`src/rtl/if_fetch_stage.sv`:
```
// Instruction-fetch stage: owns the fetch PC, runs a req/ack handshake to instruction memory
// and hands one registered PC/inst/stall triple per cycle to decode.
module if_fetch_stage #(
  parameter logic [7:0] RESET_PC = 8'h00
) (
  input  logic       clock,
  input  logic       resetn,
  input  logic       hold,
  input  logic       J,
  input  logic [7:0] jumpTarget,
  output logic       imem_req,
  output logic [7:0] imem_addr,
  input  logic       imem_ack,
  input  logic [7:0] imem_data,
  output logic [7:0] PC,
  output logic [7:0] inst,
  output logic       stall
);

  typedef enum logic [1:0] {
    StFetch,
    StKill,
    StHeld
  } state_e;

  state_e     state_q, state_d;
  logic       active_q, active_d;
  logic [7:0] pc_q, pc_d;
  logic [7:0] redir_q, redir_d;
  logic [7:0] buf_q, buf_d;
  logic [7:0] bufpc_q, bufpc_d;
  logic [7:0] pc_out_q, pc_out_d;
  logic [7:0] inst_q, inst_d;
  logic       stall_q, stall_d;

  // State register
  always_ff @(posedge clock or negedge resetn) begin
    if (!resetn) begin
      state_q  <= StFetch;
      active_q <= 1'b0;
      pc_q     <= RESET_PC;
      redir_q  <= 8'h00;
      buf_q    <= 8'h00;
      bufpc_q  <= 8'h00;
      pc_out_q <= 8'h00;
      inst_q   <= 8'h00;
      stall_q  <= 1'b0;
    end else begin
      state_q  <= state_d;
      active_q <= active_d;
      pc_q     <= pc_d;
      redir_q  <= redir_d;
      buf_q    <= buf_d;
      bufpc_q  <= bufpc_d;
      pc_out_q <= pc_out_d;
      inst_q   <= inst_d;
      stall_q  <= stall_d;
    end
  end

  // Next-state logic
  always_comb begin
    state_d  = state_q;
    active_d = active_q;
    pc_d     = pc_q;
    redir_d  = redir_q;
    buf_d    = buf_q;
    bufpc_d  = bufpc_q;
    pc_out_d = pc_out_q;
    inst_d   = inst_q;
    stall_d  = stall_q;

    case (state_q)
      StFetch: begin
        if (!active_q) begin
          // First edge after reset only raises req; no transfer is outstanding yet.
          active_d = 1'b1;
          if (J) begin
            pc_d = jumpTarget;
          end
        end else if (J) begin
          stall_d = 1'b0;
          if (imem_ack) begin
            pc_d = jumpTarget;
          end else begin
            redir_d = jumpTarget;
            state_d = StKill;
          end
        end else if (imem_ack) begin
          if (hold) begin
            buf_d   = imem_data;
            bufpc_d = pc_q;
            state_d = StHeld;
          end else begin
            inst_d   = imem_data;
            pc_out_d = pc_q;
            stall_d  = 1'b1;
            pc_d     = pc_q + 8'd1;
          end
        end else if (!hold) begin
          stall_d = 1'b0;
        end
      end

      StKill: begin
        // Wait out the in-flight fetch, then discard its data.
        stall_d = 1'b0;
        if (imem_ack) begin
          pc_d    = J ? jumpTarget : redir_q;
          state_d = StFetch;
        end else if (J) begin
          redir_d = jumpTarget;
        end
      end

      StHeld: begin
        if (J) begin
          buf_d   = 8'h00;
          pc_d    = jumpTarget;
          stall_d = 1'b0;
          state_d = StFetch;
        end else if (!hold) begin
          inst_d   = buf_q;
          pc_out_d = bufpc_q;
          stall_d  = 1'b1;
          pc_d     = bufpc_q + 8'd1;
          state_d  = StFetch;
        end
      end

      default: begin
        state_d = StFetch;
      end
    endcase
  end

  // Outputs
  always_comb begin
    imem_req  = active_q && (state_q != StHeld);
    imem_addr = pc_q;
    PC        = pc_out_q;
    inst      = inst_q;
    stall     = stall_q;
  end

endmodule

```
`config.mk`:
```
export PLATFORM = sky130hd
export DESIGN_NAME = if_fetch_stage
export DESIGN_NICKNAME = d
export VERILOG_FILES = /design/src/rtl/if_fetch_stage.sv
export SDC_FILE = /design/constraint.sdc
export NUM_CORES = 1
export LEC_CHECK = 0
export ABC_AREA = 0
export BUFFER_PORTS_ARGS = -buffer_cell sky130_fd_sc_hd__buf_2
export CAP_MARGIN = 40
export CORE_UTILIZATION = 55
export DETAILED_ROUTE_END_ITERATION = 8
export GPL_ROUTABILITY_DRIVEN = 0
export HOLD_SLACK_MARGIN = 0.02
export PLACE_DENSITY = 0.78
export SYNTH_ARGS = -nofsm -noshare
export SYNTH_HDL_FRONTEND = slang
export SYNTH_SLANG_ARGS = --single-unit
```
`constraint.sdc`:
```
create_clock -name clock -period 2.6 [get_ports clock]
set_input_delay 0.26 -clock clock [delete_from_list [all_inputs] [get_ports clock]]
set_output_delay 0.26 -clock clock [all_outputs]
set_load 0.02 [all_outputs]
```
* Word level (Yosys, flattened, before mapping)
Cells that the tools add are included.
Storage, ports and cells: register bits 52, input bits 21, output and inout bits 26, word-level logic and storage cells 99
Operators by class: $add $sub $neg 2, equal/unequal tests 23, multiplexer cells 52, bitwise gates (word level) 1, reductions and logical operators 12
Operators with widths (count):
- $mux 8 | 31
- $pmux 8 s2 | 4
- $ne 2x2->1 const B | 13
- $pmux 8 s3 | 1
- $ne 3x3->1 const B | 7
- $add 8x1->8 const B | 2
- $mux 2 | 8
- $reduce_and 7->1 | 2
- $reduce_and 6->1 | 2
- $reduce_and 5->1 | 2
- $mux 1 | 6
- $pmux 2 s3 | 1
- $ne 4x4->1 const B | 1
- $reduce_bool 2->1 | 2
- $pmux 1 s3 | 1
- $reduce_and 3->1 | 1
- $reduce_bool 3->1 | 1
- $eq 2x1->1 const B | 1
- $eq 2x2->1 const B | 1
- $logic_not 2->1 | 1
- $logic_and 1x1->1 | 1
- $not 1->1 | 1

* Depth between registers and ports, before layout
depth in word-level cells 6, gate-level depth with buffers 9, mapped depth without buffers 7

* Worst setup path before layout
No wires, ideal clock.
path kind register to register, start register state_q[0], end register buf_q[0], library setup time 0.125 ns, arrival 1.733 ns, setup slack 0.742 ns, cell stages (with the launch flop) 7, path buffers 1, clock period less this slack 1.858 ns, cells stage by stage dfrtp_1 inv_1 ha_1 buf_4 nand4_4 o22ai_4 mux2_4
On the way: longest elaborated chain between the ends 3, elaborated cells between the ends (all ways) 10
Ends and longest elaborated chain:
- from (decl) | RTL line 26 | state_e state_q, state_d;
- from (signal assigned) | RTL line 39 | state_q <= StFetch;
- from (signal assigned) | RTL line 49 | state_q <= state_d;
- $eq 2x2->1 / $logic_not 2->1 (equally long branches) | RTL line 73 | case (state_q)
- $ne 2x2->1 (no line) / $reduce_bool 2->1 (equally long branches)
- $reduce_and 6->1 (no line)
- to (signal assigned) | RTL line 53 | buf_q <= buf_d;
- to (decl) | RTL line 30 | logic [7:0] buf_q, buf_d;
Parallel ways exist; a longest one is shown, timed or not. A chain may end at the register's enable or synchronous reset.

* Worst setup path in the final report
start register state_q[0], end register pc_q[2], in the netlist imem_addr[2]
On the way: longest elaborated chain between the ends 3, elaborated cells between the ends (all ways) 12
Ends and longest elaborated chain:
- $eq 2x2->1 (tied with other cells) | RTL line 73
- $ne 3x3->1 (no line) (tied with other cells)
- $reduce_and 7->1 (no line)
- to (signal assigned) | RTL line 51 | pc_q <= pc_d;
- to (decl) | RTL line 28 | logic [7:0] pc_q, pc_d;
Parallel ways exist; a longest one is shown, timed or not.

==> results.ini <==
[power]
power_density_nw_per_um2 = 1200
static-leakage-power_uw = 0.001545
post-layout-total-power_uw = 4061
worst_case_vdd_ir_drop_v = 0.0004512

[sta]
max_freq_mhz = 440.1
max-slew-margin-rel = 0.6196
finalSetupViolations = 0
min_period_ns = 2.272
final_min_period_over_clock_period = 0.8739
timing_hold_violations_final = 0
setup_total_negative_slack_ns = 0
worst_pin_slew_ns = 0.5706
fin_clk_skew_ns = 0.01057
timing_max_transition_violations_final = 0
post-route-worst-setup-slack_ns = 0.3277
grt_setup_unrepaired = no

[cts]
ctsHtreeMaxLevel = 2
cts-root-to-sink-buffers = 2
insertion_delay_ns = 0.30
cts_buffers = 5
tritoncts_clock_tree = done
cts.reportedPaths.clkPinSlew_ns = 0.10
cts.sinks = 52
cell_at_the_root_of_the_clock_tree = clkbuf_8

[floorplan]
rows = 26
starting_density_of_the_core = 0.5801
core_area_um2 = 5172
design.portCount = 47
die_area_um2 = 5755
chipHeight_um = 75.86
die_width_um = 75.86

[critical_path]
critical_path.max_fanout = 13
setup.worst_path.start_class = flop
worstReg2RegEnd = imem_addr[2]$_DFFE_PN0P_
ff2ff_path_depth = 6
worstSetupStartpoint = state_q[0]$_DFFE_PN0P_
worst_path_largest_cell_delay_ns = 0.53
cell_by_cell_listing_of_the_critical_path = inv_1, ha_1, o221ai_2, a221oi_4, buf_4, mux2_2
cp.required_ns = 2.80
setup.reg_to_reg.worst_slack_ns = 0.33
master_of_the_slowest_instance_on_the_critical_path = ha_1
worst-endpoint-arrival_ns = 2.47
crit_path_end = imem_addr[2]$_DFFE_PN0P_
critPathKind = reg2reg
cp-end-kind = flop
worst_r2r_startpoint = state_q[0]$_DFFE_PN0P_

[final_layout]
layout-area-overhead-vs-synth_pct = 12.76
final_area_um2 = 3383
nets = 360
drive_above_1_share = 0.2844
multi_input_area_um2 = 1573
fill_cells = 400
reg_area_um2 = 1301
finish.utilization = 0.6541
antennaDiodeCount = 0

[routing]
num_vias = 2268
drt_first_iter_violations = 132
wl_per_cell_um = 14.68
detail_route.drc_violations = 0
drt_pre_antenna_iters = 4
antenna_violating_nets_post_route = 0
routed_via_density = 5.614
route.final.wire_length_um = 5932

[placed_design]
hpwlAfterDp_um = 4281
post_place_cell_area_um2 = 3262
dpl_worst_slack_ns = 0.3793
numPortBuffers = 46

[grt]
groute.layer.met3.usage = 0.03836
antenna_found_initial = 0
globalRouteMet1Util = 0.3032
grt_start_max_net_pins = 33
grt_pass1_vias = 2140
grt_first_pass_wirelength_um = 9936
grt.met2_usage = 0.3795
overflow = 0
groute.usage.overall = 0.2304
top_usage_layer = met2

[synthesis]
post_synth_edffs = 0
synthArstFlopShare = 1.000
synthesis.nets = 320
syn_area_um2 = 3000
synth.ff_latch_count = 52
synth_flop_cell = dfrtp_1
avgSynthCellArea_um2 = 10.24
synthesized_netlist_cell_count = 293
netlist_cell_types = 46
yosysSeqAreaShare = 0.4337
synthesis.yosys.warnings = 0

[min_path]
kind_of_path_behind_the_tightest_hold_check = in2reg
whs_path_depth = 2

[run]
max_capacitance_violation_count = 0

[run_status]
result_of_the_run = finished clean

[worst max-delay path, delay by kind of cell (launching register included)]
| family | cells | cell delay (ns) |
|---|---|---|
| flops | 1 | 0.41 |
| mux | 1 | 0.35 |
| fa+ha+maj | 1 | 0.53 |
| buf+inv | 2 | 0.34 |
| compound gates | 2 | 0.54 |
[cells by family after synthesis]
| logic type | count (synthesis) | synth area share |
|---|---|---|
| simple gates | 88 | 0.1518 |
| compound gates | 70 | 0.1585 |
| flops | 52 | 0.4337 |
| mux | 42 | 0.1626 |
| buf+inv | 26 | 0.04212 |
| xor+xnor | 9 | 0.02627 |
| fa+ha+maj | 6 | 0.02502 |
[worst min path at each step]
stage,start,end
global route,jumpTarget[0],redir_q[0]$_DFFE_PN0P_
floorplan,resetn,PC[0]$_DFFE_PN0P_
detailed placement,resetn,inst[4]$_DFFE_PN0P_
CTS,jumpTarget[1],redir_q[1]$_DFFE_PN0P_
global placement,resetn,inst[4]$_DFFE_PN0P_
finish,jumpTarget[0],redir_q[0]$_DFFE_PN0P_
[layout by cell type (no fill, tap or decap), types with 2 or more instances in the layout]
cell type   n
a211oi_1    2
a21oi_1    20
a31oi_1     7
and3_1      3
buf_2      46
buf_4       6
clkbuf_8    5
dfrtp_1    52
ha_1        6
inv_1       4
mux2_1      9
mux2_2     13
mux2_4      8
mux2i_1    12
nand2_1    27
nand2b_1    6
nand3_1    14
nor2_1     16
nor2b_1    11
o211a_1     2
o21ai_0    14
o21ai_1    10
o22ai_1     3
o31ai_2     3
or3_1       4
xnor2_1     3
xor2_1      6
[routing by layer]
metal | share of wire | routed length [µm] | vias up
met5 | 0 | 0 | -
met4 | 0.018 | 104 | 0
met3 | 0.039 | 232 | 12
met2 | 0.48 | 2842 | 60
met1 | 0.46 | 2753 | 1076
li1 | - | - | 1120
[flip-flops by register name, summed over array words and instances, names as in the netlist]
| signal | flops |
|---|---|
| PC | 8 |
| state_q | 2 |
| inst | 8 |
| stall | 1 |
| buf_q | 8 |
| imem_addr | 8 |
| bufpc_q | 8 |
| active_q | 1 |
| redir_q | 8 |
[repair_timing]
action / CTS / global route
buffers inserted: 0 / 0
hold endpoints to repair: 25 / 0
gates resized for setup: 0 / 0
hold buffers: 1 / 0
[area by class of cell]
type                       instances  share of cell area
inverter                           6            0.007396
clock buffer                       5             0.02034
sequential                        52              0.3846
tap                               70             0.02589
timing repair buffer              53             0.08432
multi-input combinational        215              0.4649
clock inverter                     3             0.01257
[stage by stage]
step | cells | hold WS [ns]
6_report | 404 | 0.2034
5_1_grt | 404 | 0.2107
4_1_cts | 404 | 0.2024
3_5_place_dp | 395 | 0.2794
3_3_place_gp | 395 | 0.2794
2_1_floorplan | 293 | -0.03559
[cells in the mapped netlist (2+ instances only)]
cell,count,area [µm²]
dfrtp_1,52,1301
nand2_1,27,101.4
a211oi_1,2,15.01
o31ai_2,3,37.54
ha_1,6,75.07
mux2_4,8,120.1
xnor2_1,3,26.28
buf_2,6,30.03
mux2_2,13,146.4
nor2b_1,11,68.82
mux2_1,9,101.4
o21ai_0,14,70.07
a21oi_1,20,100.1
a31oi_1,7,43.79
o21ai_1,10,50.05
inv_1,4,15.01
o22ai_1,3,18.77
nand2b_1,6,37.54
nand3_1,14,70.07
or3_1,4,25.02
o211a_1,2,20.02
clkbuf_1,10,37.54
and3_1,3,18.77
xor2_1,6,52.55
buf_4,3,22.52
nor2_1,16,60.06
mux2i_1,12,120.1
[power by group]
part	total [µW]	internal [µW]	leakage, µW	switching [µW]
clock	551	285	0.0000541	266
combinational	1960	860	0.000861	1100
sequential	1550	1200	0.000630	358
Note: power is estimated with default switching activity, not from simulation.
